## src/rtl/qtable_pkg.sv

```systemverilog
// Shared constants, FSM encoding and packet-type codes for the neighbour Q-table reader and updater.
package qtable_pkg;

  localparam int WORD_WIDTH    = 16;
  localparam int MAX_NEIGHBORS = 32;

  typedef logic [WORD_WIDTH-1:0] word_t;

  localparam word_t E_MIN = 16'h0800;

  typedef enum logic [1:0] {
    IDLE  = 2'd0,
    SCAN  = 2'd1,
    DRAIN = 2'd2,
    FIN   = 2'd3
  } qtable_state_e;

  // Packet types the update block uses when it writes into the neighbour banks
  typedef enum logic [1:0] {
    PKT_DATA         = 2'd0,
    PKT_ACK          = 2'd1,
    PKT_HELLO        = 2'd2,
    PKT_ROUTE_UPDATE = 2'd3
  } qtable_pkt_e;

endpackage

```

## src/rtl/qtable_best_hop_select_if.sv

```systemverilog
// Start/bank/result bundle between the best-hop selector (slave) and its user (master).
interface qtable_best_hop_select_if;
  import qtable_pkg::*;

  logic  en;
  word_t neighborCount;
  logic  rd_en;
  word_t rd_index;
  word_t mSourceID;
  word_t mSourceHops;
  word_t mEnergyLeft;
  word_t mQValue;
  word_t bestID;
  word_t bestHops;
  word_t bestQValue;
  logic  best_valid;
  logic  busy;
  logic  done;

  modport slave (
    input  en, neighborCount, mSourceID, mSourceHops, mEnergyLeft, mQValue,
    output rd_en, rd_index, bestID, bestHops, bestQValue, best_valid, busy, done
  );

  modport master (
    output en, neighborCount, mSourceID, mSourceHops, mEnergyLeft, mQValue,
    input  rd_en, rd_index, bestID, bestHops, bestQValue, best_valid, busy, done
  );

endinterface

```

## src/rtl/qtable_entry_cmp.sv

```systemverilog
// Combinational candidate-vs-best compare for the Q-table scan.
// Build option QTABLE_ENERGY_FILTER_EN makes neighbours below E_MIN energy ineligible.
module qtable_entry_cmp
  import qtable_pkg::*;
(
  input  word_t candQ_i,
  input  word_t candHops_i,
  input  word_t candEnergy_i,
  input  word_t bestQ_i,
  input  word_t bestHops_i,
  input  logic  bestValid_i,
  output logic  replace_o
);

  logic better;
  logic eligible;

  // Equal Q and equal hops never replace, so the earliest scanned entry keeps the tie
  always_comb begin
    better = !bestValid_i
             || (candQ_i > bestQ_i)
             || ((candQ_i == bestQ_i) && (candHops_i < bestHops_i));
`ifdef QTABLE_ENERGY_FILTER_EN
    eligible = (candEnergy_i >= E_MIN);
`else
    eligible = 1'b1;
`endif
    replace_o = eligible && better;
  end

`ifndef QTABLE_ENERGY_FILTER_EN
  logic unusedEnergy;
  assign unusedEnergy = ^candEnergy_i;
`endif

endmodule

```

## src/rtl/qtable_best_hop_select.sv

```systemverilog
// Neighbour Q-table reader: scans bank entries 0..N-1 and keeps the highest-Q next hop.
// Build option QTABLE_ENERGY_FILTER_EN (inside qtable_entry_cmp) filters low-energy neighbours.
module qtable_best_hop_select
  import qtable_pkg::*;
(
  input  logic clk,
  input  logic nrst,
  qtable_best_hop_select_if.slave bus
);

  localparam word_t MaxN = word_t'(MAX_NEIGHBORS);

  qtable_state_e state_q, state_d;
  logic  start_q, start_d;
  word_t n_q, n_d;
  word_t idx_q, idx_d;
  logic  vld_q, vld_d;
  word_t bestId_q, bestId_d;
  word_t bestHops_q, bestHops_d;
  word_t bestQ_q, bestQ_d;
  logic  bestValid_q, bestValid_d;
  logic  accept;
  logic  replace;

  assign accept = (state_q == IDLE) && !start_q && bus.en;

  qtable_entry_cmp u_cmp (
    .candQ_i      (bus.mQValue),
    .candHops_i   (bus.mSourceHops),
    .candEnergy_i (bus.mEnergyLeft),
    .bestQ_i      (bestQ_q),
    .bestHops_i   (bestHops_q),
    .bestValid_i  (bestValid_q),
    .replace_o    (replace)
  );

  // start_q spends one launch cycle in IDLE after acceptance, so index 0 goes out one cycle later
  always_comb begin
    state_d     = state_q;
    start_d     = 1'b0;
    n_d         = n_q;
    idx_d       = idx_q;
    vld_d       = (state_q == SCAN);
    bestId_d    = bestId_q;
    bestHops_d  = bestHops_q;
    bestQ_d     = bestQ_q;
    bestValid_d = bestValid_q;

    if (accept) begin
      start_d     = 1'b1;
      n_d         = (bus.neighborCount > MaxN) ? MaxN : bus.neighborCount;
      bestId_d    = '0;
      bestHops_d  = '0;
      bestQ_d     = '0;
      bestValid_d = 1'b0;
    end

    case (state_q)
      IDLE: begin
        if (start_q) begin
          idx_d   = '0;
          state_d = (n_q == '0) ? FIN : SCAN;
        end
      end
      SCAN: begin
        idx_d = idx_q + 16'd1;
        if (idx_q == n_q - 16'd1) state_d = DRAIN;
      end
      DRAIN:   state_d = FIN;
      FIN:     state_d = IDLE;
      default: state_d = IDLE;
    endcase

    if (vld_q && replace) begin
      bestId_d    = bus.mSourceID;
      bestHops_d  = bus.mSourceHops;
      bestQ_d     = bus.mQValue;
      bestValid_d = 1'b1;
    end
  end

  always_ff @(posedge clk or negedge nrst) begin
    if (!nrst) begin
      state_q     <= IDLE;
      start_q     <= 1'b0;
      n_q         <= '0;
      idx_q       <= '0;
      vld_q       <= 1'b0;
      bestId_q    <= '0;
      bestHops_q  <= '0;
      bestQ_q     <= '0;
      bestValid_q <= 1'b0;
    end else begin
      state_q     <= state_d;
      start_q     <= start_d;
      n_q         <= n_d;
      idx_q       <= idx_d;
      vld_q       <= vld_d;
      bestId_q    <= bestId_d;
      bestHops_q  <= bestHops_d;
      bestQ_q     <= bestQ_d;
      bestValid_q <= bestValid_d;
    end
  end

  assign bus.rd_en      = (state_q == SCAN);
  assign bus.rd_index   = (state_q == SCAN) ? idx_q : '0;
  assign bus.done       = (state_q == FIN);
  assign bus.busy       = start_q || (state_q != IDLE);
  assign bus.bestID     = bestId_q;
  assign bus.bestHops   = bestHops_q;
  assign bus.bestQValue = bestQ_q;
  assign bus.best_valid = bestValid_q;

endmodule
```

## src/flat_wrapper.sv

```systemverilog
// flat-port wrapper written by rule: the top's interface ports become plain ports
module qtable_best_hop_select_flat import qtable_pkg::*;
  (clk, nrst, bus_en, bus_neighborCount, bus_mSourceID, bus_mSourceHops, bus_mEnergyLeft, bus_mQValue, bus_rd_en, bus_rd_index, bus_bestID, bus_bestHops, bus_bestQValue, bus_best_valid, bus_busy, bus_done);
  qtable_best_hop_select_if bus_i ();
  input  logic clk;
  input  logic nrst;
  input wire logic [$bits(bus_i.en)-1:0] bus_en;
  input wire logic [$bits(bus_i.neighborCount)-1:0] bus_neighborCount;
  input wire logic [$bits(bus_i.mSourceID)-1:0] bus_mSourceID;
  input wire logic [$bits(bus_i.mSourceHops)-1:0] bus_mSourceHops;
  input wire logic [$bits(bus_i.mEnergyLeft)-1:0] bus_mEnergyLeft;
  input wire logic [$bits(bus_i.mQValue)-1:0] bus_mQValue;
  output wire logic [$bits(bus_i.rd_en)-1:0] bus_rd_en;
  output wire logic [$bits(bus_i.rd_index)-1:0] bus_rd_index;
  output wire logic [$bits(bus_i.bestID)-1:0] bus_bestID;
  output wire logic [$bits(bus_i.bestHops)-1:0] bus_bestHops;
  output wire logic [$bits(bus_i.bestQValue)-1:0] bus_bestQValue;
  output wire logic [$bits(bus_i.best_valid)-1:0] bus_best_valid;
  output wire logic [$bits(bus_i.busy)-1:0] bus_busy;
  output wire logic [$bits(bus_i.done)-1:0] bus_done;
  assign bus_i.en = bus_en;
  assign bus_i.neighborCount = bus_neighborCount;
  assign bus_i.mSourceID = bus_mSourceID;
  assign bus_i.mSourceHops = bus_mSourceHops;
  assign bus_i.mEnergyLeft = bus_mEnergyLeft;
  assign bus_i.mQValue = bus_mQValue;
  assign bus_rd_en = bus_i.rd_en;
  assign bus_rd_index = bus_i.rd_index;
  assign bus_bestID = bus_i.bestID;
  assign bus_bestHops = bus_i.bestHops;
  assign bus_bestQValue = bus_i.bestQValue;
  assign bus_best_valid = bus_i.best_valid;
  assign bus_busy = bus_i.busy;
  assign bus_done = bus_i.done;
  qtable_best_hop_select u_core (.clk(clk), .nrst(nrst), .bus(bus_i));
endmodule
```

## config.mk

```make
export PLATFORM = sky130hd
export DESIGN_NAME = qtable_best_hop_select_flat
export DESIGN_NICKNAME = d
export VERILOG_FILES = /design/src/rtl/qtable_pkg.sv /design/src/rtl/qtable_best_hop_select_if.sv /design/src/rtl/qtable_entry_cmp.sv /design/src/rtl/qtable_best_hop_select.sv /design/src/flat_wrapper.sv
export SDC_FILE = /design/constraint.sdc
export NUM_CORES = 1
export LEC_CHECK = 0
export ABC_AREA = 0
export CORE_AREA = 2 2 100 126
export DETAILED_ROUTE_END_ITERATION = 16
export DIE_AREA = 0 0 102 128
export PLACE_DENSITY = 0.72
export SYNTH_ARGS = -nofsm -noshare
export SYNTH_HDL_FRONTEND = slang
export SYNTH_SLANG_ARGS = --single-unit
```

## constraint.sdc

```tcl
create_clock -name clk -period 3.5 [get_ports clk]
set_input_delay 0.35 -clock clk [delete_from_list [all_inputs] [get_ports clk]]
set_output_delay 0.35 -clock clk [all_outputs]
set_load 0.01 [all_outputs]
```

Word level (Yosys, flattened, before mapping)
Cells that the tools add are included.
Word-level totals
  word-level logic and storage cells: 52
  register bits after elaboration: 85
  output and inout bits: 68
  input port bits: 83
Cells by class
  reduce and logical (&&, ||, !) cells: 16
  muxes and demuxes: 15
  magnitude comparators: 3
  equal/unequal tests: 7
  $add $sub $neg: 2
Operator list (number)
  16-bit two-way mux: 7
  16-bit equality test: 2
  16-bit one-hot mux with 2 select lines: 1
  16-bit by 1-bit adder with 16-bit output, second input constant: 1
  16-bit > comparator: 1
  16-bit by 6-bit > comparator with 1-bit output, second input constant: 1
  16-bit zero test: 1
  16-bit < comparator: 1
  16-bit by 1-bit subtractor with 16-bit output, second input constant: 1
  2-bit one-hot mux with 4 select lines: 1
  2-bit two-way mux: 3
  2-bit nonzero test: 3
  2-bit equality test, second input constant: 2
  1-bit logical AND: 4
  2-bit AND reduction: 2
  1-bit logical OR: 3
  1-bit two-way mux: 3
  2-bit by 1-bit equality test with 1-bit output, second input constant: 1
  1-bit zero test: 2
  2-bit zero test: 1
  2-bit by 1-bit != test with 1-bit output, second input constant: 1
  2-bit != test, second input constant: 1

Depth between registers and ports, before layout
Gate-level depths: netlist of run 1.
  depth in word-level cells: 5
  depth in mapped cells: 12
  mapped depth without buffers: 11

Modules after synthesis
From an unflattened synthesis of run 1, not the netlist that was laid out.
Second synthesis, totals
  cells, all modules: 578
  area, all modules: 5023.6 sq um
By module, submodules not included
  qtable_best_hop_select: area each 4237.8 sq um, cells an instance 468, instances 1, sequential area each 2127.0 sq um
  qtable_entry_cmp: area each 785.8 sq um, cells an instance 110, instances 1, sequential area each 0.0 sq um

Worst setup path before layout of run 1
Ideal clock, no wire load.
  kind: register -> register
  from: reg u_core.bestQ_q[15] (netlist: u_core.bus.bestQValue[15])
  to: reg u_core.bestHops_q[10] (netlist: u_core.bus.bestHops[10])
  setup slack: 0.920 ns
  path buffers: 1
  data required time: 3.375 ns
  setup time: 0.125 ns
  arrival time: 2.455 ns
  cell stages (with the launch flop): 11
  clock period less this slack: 2.580 ns
  cell sequence: dfrtp_1 -> inv_1 -> ha_1 -> nand4_1 -> or2_2 -> nor3_1 -> nand4b_1 -> a211o_1 -> nand2_1 -> buf_2 -> mux2_2
Between the ends
  word-level cells in the longest chain between the ends: 5
  elaborated cells on any way between the ends: 8
  classes of those cells: 1 x order compare; 1 x eq/ne; 1 x mux; 5 x reduce/logical
Ends and longest elaborated chain
  start, declared: RTL line qtable_best_hop_select.sv:20  | word_t bestQ_q, bestQ_d;
  start signal, assigned: RTL line qtable_best_hop_select.sv:101  | bestQ_q <= bestQ_d;
  16-bit > comparator / 16-bit equality test (equally long branches): RTL line qtable_entry_cmp.sv:21, qtable_entry_cmp.sv:22
  1-bit logical OR / 1-bit logical AND (equally long branches): RTL line qtable_entry_cmp.sv:21, qtable_entry_cmp.sv:22
  1-bit logical OR *: RTL line qtable_entry_cmp.sv:22  | || ((candQ_i == bestQ_i) && (candHops_i < bestHops_i));
  1-bit logical AND *: RTL line qtable_best_hop_select.sv:74  | if (vld_q && replace) begin
  16-bit two-way mux / 2-bit nonzero test (equally long branches)
  end signal, assigned: RTL line qtable_best_hop_select.sv:100  | bestHops_q <= bestHops_d;
  end, declared: RTL line qtable_best_hop_select.sv:19  | word_t bestHops_q, bestHops_d;
Every way passes the cells marked *; elsewhere a longest branch is shown, timed or not.
A chain may end at the register's enable or synchronous reset.

Final worst setup path of run 1
  from: in bus_mQValue[15]
  to: reg u_core.bestQ_q[13] (netlist: u_core.bus.bestQValue[13])
Between the ends
  word-level cells in the longest chain between the ends: 5
  elaborated cells on any way between the ends: 8
  classes of those cells: 1 x order compare; 1 x eq/ne; 1 x mux; 5 x reduce/logical
Ends and longest elaborated chain
  start, declared: RTL line flat_wrapper.sv:12  | input wire logic [$bits(bus_i.mQValue)-1:0] bus_mQValue;
  16-bit > comparator / 16-bit equality test (equally long branches): RTL line qtable_entry_cmp.sv:21, qtable_entry_cmp.sv:22
  1-bit logical OR / 1-bit logical AND (equally long branches): RTL line qtable_entry_cmp.sv:21, qtable_entry_cmp.sv:22
  1-bit logical OR *: RTL line qtable_entry_cmp.sv:22
  1-bit logical AND *: RTL line qtable_best_hop_select.sv:74
  16-bit two-way mux / 2-bit nonzero test (equally long branches)
Marked as above.

==> impl_metrics.toml, run 1 <==
[run_status]
status = "completed"

[sta]
setup_tns_ns = 0
period_needed_ns = 2.846
timing.final.crit_share_pct = 81.30
drv_slew = 0
hold_viol = 0
fmax_ghz = 0.3514
worst_pin_slew_ns = 0.4860
max_slew_margin_pct = 67.60
setup_violations = 0
skew_ns = 0.006365
rsz0062_at_grt = "false"

[clock_tree]
clk_latency_ns = 0.33
root_buffer = "clkbuf_16"
tritoncts = "yes"
post_cts_resized = 0
clock_sinks = 85
cts_buffers = 9
cts.htree.levels = 3
clk_pin_slew_ns = 0.06
clk_path_buf_depth = 2

[global_route]
antenna_found_initial = 0
grt_max_degree = 50
grt_pass1_vias = 4440
grt_overflow = 0
grt_use_total_pct = 20.37
grt_pass1_wl_mm = 21.14

[drt]
wl_per_cell_um = 16.02
met3_length_mm = 1.042
dr.first_iter.drc_count = 158
dr.pass1.iters = 4
wl_met2_mm = 6.302
drc_errors = 0
vias = 4222
vias_per_cell = 5.245
highest_layer = "met4"
ant_nets = 0
wl_met1_mm = 5.231
wirelength_mm = 12.90

[finish]
finalCoreUtilization_pct = 57.67
final_common_cell = "clkdlybuf4s50_1"
antennaDiodeCount = 0
syn2layout_area_growth_pct = 37.00
mostFrequentLayoutCells = "clkdlybuf4s50_1, dfrtp_1, nor2_1"
layout.nets = 758
drive_above_1_share_pct = 10.76

[power_and_ir_drop]
p_sw_share_pct = 33.60
p_leak_nw = 3.111
p_per_area_nw_per_um2 = 683.5
switching_power_mw = 1.581
p_seq_share_pct = 31.2
internal-power_mw = 3.124
vdd_drop_max_uv = 422.9
clkPwrFrac_pct = 21.7
power.share.combinational_pct = 47.1

[logic_synthesis]
syn_avg_cell_area_sq_um = 9.990
ys_ff_latch = 85
synth_nets = 624
synthDistinctLibCells = 59
synth_area_sq_um = 5025
yosysWarnings = 0
synth-edff-count = 0
async_flop_share_pct = 100.0
synthFlopType = "dfrtp_1"
syn_inst = 503
ys_seq_area_share_pct = 42.33

[die]
core_sq_um = 11940
die_x_um = 102
die-area_sq_um = 13060
std_cell_rows = 45
initial_core_util_pct = 42.10
ioPinCount = 151
die_height_um = 128

[setup_path]
worst_r2r_path_depth = 10
path_cells = "clkdlybuf4s50_1, ha_1, nand4_1, or2_2, nor3_1, nand4b_1, a211o_1, nand2_2, buf_12, mux2_2"
cp_data_required_time_ns = 3.71
reg2reg_slack_ns = 0.68
worstPathMaxFanout = 49
arrival_ns = 3.06
critPathBufInv = 2
regToRegStartpoint = "u_core.bus.bestQValue[14]$_DFFE_PN0P_"
max_stage_delay_ns = 0.43
r2r-end = "u_core.bus.bestQValue[13]$_DFFE_PN0P_"
critPathKind = "in -> reg"
critPathSlowestCell = "clkdlybuf4s50_1"
crit_path_end_kind = "register"
cp-start-kind = "input pin"
path_delay_family = "simple AND/OR/NAND/NOR gates"

[min_path]
hold_class = "in -> async"

[placement]
gp_congestion = 0.8459
dp_hpwl_mm = 9.624
port_buffers = 134

[flow_run]
drv_cap = 0
[final cells by class]
type                       instances  area [sq um]
sequential                        85          2127
tap                              164         205.2
clock buffer                      10         239.0
multi-input combinational        356          2659
inverter                          42         157.7
timing repair buffer             143          1421
clock inverter                     5         75.07
fill                            1059          5052
[cells in the mapped netlist (4+ instances only)]
library cell	instances	area share, %
a21o_1	9	1.3
a21oi_1	15	1.5
a22o_1	20	3.5
a31oi_1	4	0.50
and2_1	25	3.1
and3_1	18	2.2
buf_2	4	0.40
clkbuf_1	15	1.1
dfrtp_1	85	42
ha_1	38	9.5
inv_1	41	3.1
mux2_2	31	6.9
nand2_1	18	1.3
nand3_1	7	0.70
nand4_1	10	1.2
nand4b_1	4	0.70
nor2_1	52	3.9
nor2b_1	6	0.75
nor3_1	7	0.70
nor4_1	4	0.50
o21ai_0	12	1.2
or3_1	6	0.75
xnor2_1	15	2.6
xor2_1	14	2.4
[flip-flops by register name (all words and copies together) (netlist names)]
name	count
u_core.bus.bestQValue	16
u_core.start_q	1
u_core.bus.bestID	16
u_core.state_q	2
u_core.bus.best_valid	1
u_core.bus.bestHops	16
u_core.n_q	16
u_core.idx_q	16
u_core.vld_q	1
[power by group through the flow]
stage,sequential (mW),clock (mW),combinational (mW)
after CTS,1.47,1.04,2.25
after global routing,1.51,1.08,2.45
after floorplan,1.57,0,1.18
after detailed placement,1.48,0,2.23
final,1.47,1.02,2.22
after global placement,1.47,0,2.18
[how the worst max path moves through the flow]
stage,end,slack [ns],startpoint,depth (start not counted)
after CTS,u_core.bus.bestQValue[13]$_DFFE_PN0P_,0.65,bus_mQValue[15],10
after global placement,u_core.bus.bestHops[5]$_DFFE_PN0P_,0.31,bus_mQValue[15],10
after floorplan,u_core.bus.bestHops[10]$_DFFE_PN0P_,0.92,u_core.bus.bestQValue[15]$_DFFE_PN0P_,10
after global routing,u_core.bus.bestHops[2]$_DFFE_PN0P_,0.52,bus_mQValue[15],10
final,u_core.bus.bestQValue[13]$_DFFE_PN0P_,0.65,bus_mQValue[15],10
after detailed placement,u_core.bus.bestHops[5]$_DFFE_PN0P_,0.31,bus_mQValue[15],10
[timing repair]
action	4_1_cts	5_1_grt
hold endpoints to repair	24	0
buffers inserted	0	0
hold buffers	1	0
[layer usage]
metal / up-vias / GRT usage, %
li1: 2029 / -
met1: 2026 / 23.90
met2: 143 / 34.64
met3: 24 / 7.034
met4: 0 / 6.667
met5: - / 0
[logic make-up (layout without fill, tap and decap cells)]
family	count (synthesis)	count (layout)	share of synthesized area [%]
AND/OR/NAND/NOR	176	176	19.45
flip-flops	85	85	42.33
AO/OA/AOI/OAI	80	80	11.55
buffers and inverters	62	200	4.806
adder cells (fa/ha/maj)	38	38	9.462
multiplexers	33	33	7.346
XOR/XNOR	29	29	5.055
[through the flow]
step | instance area (sq um) | hold slack, ns | setup slack, ns | power [mW] | std cells
detailed placement | 6560 | 0.3415 | 0.3064 | 3.712 | 789
global placement | 6560 | 0.3533 | 0.3072 | 3.649 | 789
CTS | 6884 | 0.5397 | 0.6508 | 4.761 | 805
global route | 6884 | 0.5648 | 0.5152 | 5.039 | 805
floorplan | 5025 | 0.05441 | 0.9204 | 2.742 | 503
finish | 6884 | 0.5128 | 0.6544 | 4.705 | 805
No activity file was read; power rests on OpenSTA's default activity.
==> inputs of run 2 (changes only) <==
Clock period 3.5 ns to 2.7 ns, I/O delays scaled along.
==> impl_metrics.toml, run 2 (synthesis gave the netlist of run 1 again) <==
[clock_tree]
tritoncts = "yes"
clk_latency_ns = 0.34
cts_hold_buffers = 0
clk_pin_slew_ns = 0.06
cts.htree.levels = 3
clk_path_buf_depth = 2
clock_sinks = 85
root_buffer = "clkbuf_16"
cts_buffers = 9

[placement]
port_buffers = 134
post-place-cells = 796
dp_hpwl_mm = 9.879
gp_congestion = 0.8439

[setup_path]
cp-start-kind = "register"
critPathKind = "reg -> reg"
startpoint = "u_core.n_q[0]$_DFFE_PN0P_"
crit_path_end_kind = "register"
arrival_ns = 2.86
critPathSlowestCell = "dfrtp_2"
path_cells = "inv_4, ha_4, or3b_4, a211oi_2, a31oi_1, or3_4, nor4_4, a41oi_2, o32a_1"
regToRegStartpoint = "u_core.n_q[0]$_DFFE_PN0P_"
cp_data_required_time_ns = 2.93
worstPathMaxFanout = 5
max_stage_delay_ns = 0.44

[finish]
layout.nets = 772
drive_above_1_share_pct = 14.33
finalCoreUtilization_pct = 59.34
syn2layout_area_growth_pct = 40.96
antennaDiodeCount = 0
mostFrequentLayoutCells = "clkdlybuf4s50_1, dfrtp_1, nor2_1"
final_common_cell = "clkdlybuf4s50_1"
fillers = 1031
fin_cells = 820

[sta]
drv_slew = 0
skew_ns = 0.006425
period_needed_ns = 2.633
setup_violations = 0
max_slew_margin_pct = 52.38
hold_viol = 37
rsz0062_at_grt = "true"
timing.final.crit_share_pct = 97.53
worst_pin_slew_ns = 0.7143
holdWs_ns = -0.008679
fmax_ghz = 0.3798

[die]
std_cell_rows = 45
die_x_um = 102
initial_core_util_pct = 42.10
ioPinCount = 151
core_sq_um = 11940
die_height_um = 128
die-area_sq_um = 13060

[drt]
vias = 4304
dr.pass1.iters = 5
dr.first_iter.drc_count = 192
wirelength_mm = 13.62
drc_errors = 0
ant_nets = 0
wl_per_cell_um = 16.61
vias_per_cell = 5.249

[power_and_ir_drop]
vdd_drop_max_uv = 555.2
p_per_area_nw_per_um2 = 873.6
p_leak_nw = 3.213

[global_route]
antenna_found_initial = 0
grt_max_degree = 53
grt_pass1_wl_mm = 22.43
grt_pass1_vias = 4539
grt_use_total_pct = 21.91
grt_overflow = 0

[min_path]
hold_class = "in -> async"

[run_status]
violations = "negative hold slack"
status = "complete, but fails checks"

[flow_run]
drv_cap = 0
run 2: cell types whose count changed in the layout (fill, tap and decap cells not counted), sizes merged:
cell / before / now
buf: 9 / 23
clkbuf: 10 / 12
bufinv: 2 / 1
clkinv: 4 / 5
dlygate4sd3: 1 / 0
run 2: layout make-up:
cell class | count | area [sq um] | share of cell area (%)
clock buffers | 11 | 242.7 | 3.427
clock inverters | 5 | 50.05 | 0.7066
inverters | 42 | 160.2 | 2.261
multi-input cells | 356 | 2726 | 38.49
flip-flops and latches | 85 | 2128 | 30.05
well taps | 164 | 205.2 | 2.897
repair buffers | 157 | 1570 | 22.17
run 2: metrics by stage:
| stage | TNS, ns | instance area [sq um] | power (mW) | hold slack [ns] | setup slack, ns |
|---|---|---|---|---|---|
| detailed placement | -12.31 | 6638 | 4.891 | 0.3686 | -0.2886 |
| finish | 0 | 7083 | 6.188 | -0.008679 | 0.06682 |
| global placement | -10.26 | 6638 | 4.790 | 0.3624 | -0.2428 |
| global route | -0.07944 | 7083 | 6.633 | 0.04344 | -0.07944 |
| floorplan | 0 | 5025 | 3.555 | -0.02559 | 0.1204 |
| CTS | 0 | 6930 | 6.171 | 0.01400 | 0.01490 |
run 2: path summary, 6_finish.rpt:
path | end | slack [ns] | depth (start not counted)
max in group asynchronous | u_core.n_q[11]$_DFFE_PN0P_ | 2.08 | 2
setup reg to reg | u_core.state_q[0]$_DFFE_PN0P_ | 0.07 | 9
setup / recovery | u_core.state_q[0]$_DFFE_PN0P_ | 0.07 | 9
hold reg to reg | u_core.n_q[14]$_DFFE_PN0P_ | 0.53 | 1
hold / removal | u_core.n_q[4]$_DFFE_PN0P_ | -0.009 | 1
min in group clk | u_core.n_q[14]$_DFFE_PN0P_ | 0.53 | 1
run 2: report_power, final:
group	internal, mW	switching [mW]	leakage [nW]
Sequential	1.66	0.263	1.11
Clock	0.736	0.500	0.149
Combinational	1.67	1.37	1.96
run 2: repair_timing:
| action | 4_1_cts | 5_1_grt |
|---|---|---|
| endpoints found under the setup margin | 0 | 53 |
| setup buffers | 0 | 7 |
| resized for setup | 0 | 17 |
run 2: layer usage:
layer / GRT usage [%] / wire, um
met5: 0 / 0
met4: 8.392 / 333
met1: 26.42 / 5643
met3: 5.453 / 889
met2: 37.38 / 6752
run 2: worst max-delay path, delay by kind of cell (launching register included):
kind,cells,cell delay [ns]
DFF,1,0.44
and+or+nand+nor,3,1.05
buffers and inverters,1,0.08
AOI/OAI and AO/OA,4,0.84
adders and majority gates,1,0.12
==> inputs of run 3 (changes only) <==
Clock period 2.7 ns to 3 ns, I/O delays scaled along.
==> impl_metrics.toml, run 3 (synthesis gave the netlist of run 1 again) <==
[finish]
syn2layout_area_growth_pct = 37.65
layout.nets = 761
mostFrequentLayoutCells = "clkdlybuf4s50_1, dfrtp_1, nor2_1"
drive_above_1_share_pct = 11.34
antennaDiodeCount = 0
fin_cells = 808
final_common_cell = "clkdlybuf4s50_1"

[drt]
vias_per_cell = 5.193
ant_nets = 0
dr.first_iter.drc_count = 125
wl_per_cell_um = 16.12
dr.pass1.iters = 4
vias = 4196
wirelength_mm = 13.02
drc_errors = 0

[power_and_ir_drop]
vdd_drop_max_uv = 454.1
p_leak_nw = 3.132
p_per_area_nw_per_um2 = 798.6

[sta]
drv_slew = 0
rsz0062_at_grt = "false"
worst_pin_slew_ns = 0.8071
timing.final.crit_share_pct = 90.33
hold_viol = 0
setup_violations = 0
period_needed_ns = 2.710
max_slew_margin_pct = 46.19
skew_ns = 0.005086
fmax_ghz = 0.3690
fin_ws_ns = 0.2902

[setup_path]
arrival_ns = 2.93
critPathKind = "reg -> reg"
startpoint = "u_core.bus.bestQValue[14]$_DFFE_PN0P_"
regToRegStartpoint = "u_core.bus.bestQValue[14]$_DFFE_PN0P_"
critPathSlowestCell = "dfrtp_1"
path_cells = "inv_1, ha_1, nand4_1, or2_2, nor3_1, nand4b_1, a211o_1, nand2_2, buf_12, mux2_2"
crit_path_end_kind = "register"
cp_data_required_time_ns = 3.22
worst_r2r_path_depth = 10
max_stage_delay_ns = 0.37
cp-start-kind = "register"
worstPathMaxFanout = 21

[global_route]
grt_pass1_vias = 4390
grt_max_degree = 62
grt_overflow = 0
grt_use_total_pct = 20.57
grt_pass1_wl_mm = 21.09
antenna_found_initial = 0

[clock_tree]
cts.htree.levels = 3
clock_sinks = 85
root_buffer = "clkbuf_16"
tritoncts = "yes"
cts_setup_buffers = 0
clk_path_buf_depth = 2
clk_latency_ns = 0.34
post_cts_resized = 0
cts_buffers = 9
cts_hold_buffers = 0
clk_pin_slew_ns = 0.06

[flow_run]
drv_cap = 0

[min_path]
hold_class = "in -> async"

[die]
die-area_sq_um = 13060
std_cell_rows = 45
ioPinCount = 151
die_x_um = 102
die_height_um = 128
core_sq_um = 11940
initial_core_util_pct = 42.10

[placement]
gp_congestion = 0.8866
post-place-cells = 793
port_buffers = 134
place_ws_ns = -0.05102
dp_hpwl_mm = 9.714

[run_status]
status = "completed"
## run 3: final timing paths
| path | endpoint | slack [ns] |
|---|---|---|
| hold reg to reg | u_core.bus.bestQValue[0]$_DFFE_PN0P_ | 0.56 |
| max in group asynchronous | u_core.start_q$_DFF_PN0_ | 2.27 |
| hold / removal | u_core.n_q[7]$_DFFE_PN0P_ | 0.03 |
| setup / recovery | u_core.bus.bestQValue[12]$_DFFE_PN0P_ | 0.29 |
| setup reg to reg | u_core.bus.bestQValue[12]$_DFFE_PN0P_ | 0.29 |
| min in group clk | u_core.bus.bestQValue[0]$_DFFE_PN0P_ | 0.54 |
## run 3: worst max-delay path: cells and delay by family, from the launching register on
kind / cells / cell delay (ns)
adders and majority gates: 1 / 0.29
muxes: 1 / 0.35
DFF: 1 / 0.37
and+or+nand+nor: 5 / 1.00
buffers and inverters: 2 / 0.25
AOI/OAI and AO/OA: 1 / 0.32
## run 3: area by class of cell
class | count | area, sq um
fillers | 1059 | 5020
inverters | 42 | 157.7
multi-input cells | 356 | 2659
repair buffers | 146 | 1454
flip-flops and latches | 85 | 2127
clock inverters | 5 | 75.07
clock buffers | 10 | 239.0
well taps | 164 | 205.2
## run 3: per-stage QoR
| step | power, mW | area [sq um] | utilization (%) | setup TNS, ns | hold WS, ns |
|---|---|---|---|---|---|
| after floorplan | 3.199 | 5025 | - | 0 | 0.004409 |
| after global placement | 4.293 | 6603 | 55.31 | -0.1150 | 0.4459 |
| after detailed placement | 4.369 | 6603 | 55.31 | -0.8845 | 0.4470 |
| after CTS | 5.589 | 6917 | 57.95 | 0 | 0.08160 |
| after global routing | 5.894 | 6917 | 57.95 | 0 | 0.1168 |
| final | 5.523 | 6917 | 57.95 | 0 | 0.02798 |
## run 3: per-layer routing
| metal | track usage (%) | part of all wire, % | vias up |
|---|---|---|---|
| met1 | 22.81 | 40 | 2012 |
| met4 | 7.765 | 2.4 | 0 |
| met2 | 35.80 | 50 | 120 |
| li1 | - | - | 2038 |
| met5 | 0 | 0 | - |
| met3 | 7.306 | 7.8 | 26 |
## run 3: power by group
part	internal [mW]	switching [mW]
clock	0.743	0.450
sequential	1.49	0.227
combinational	1.44	1.17
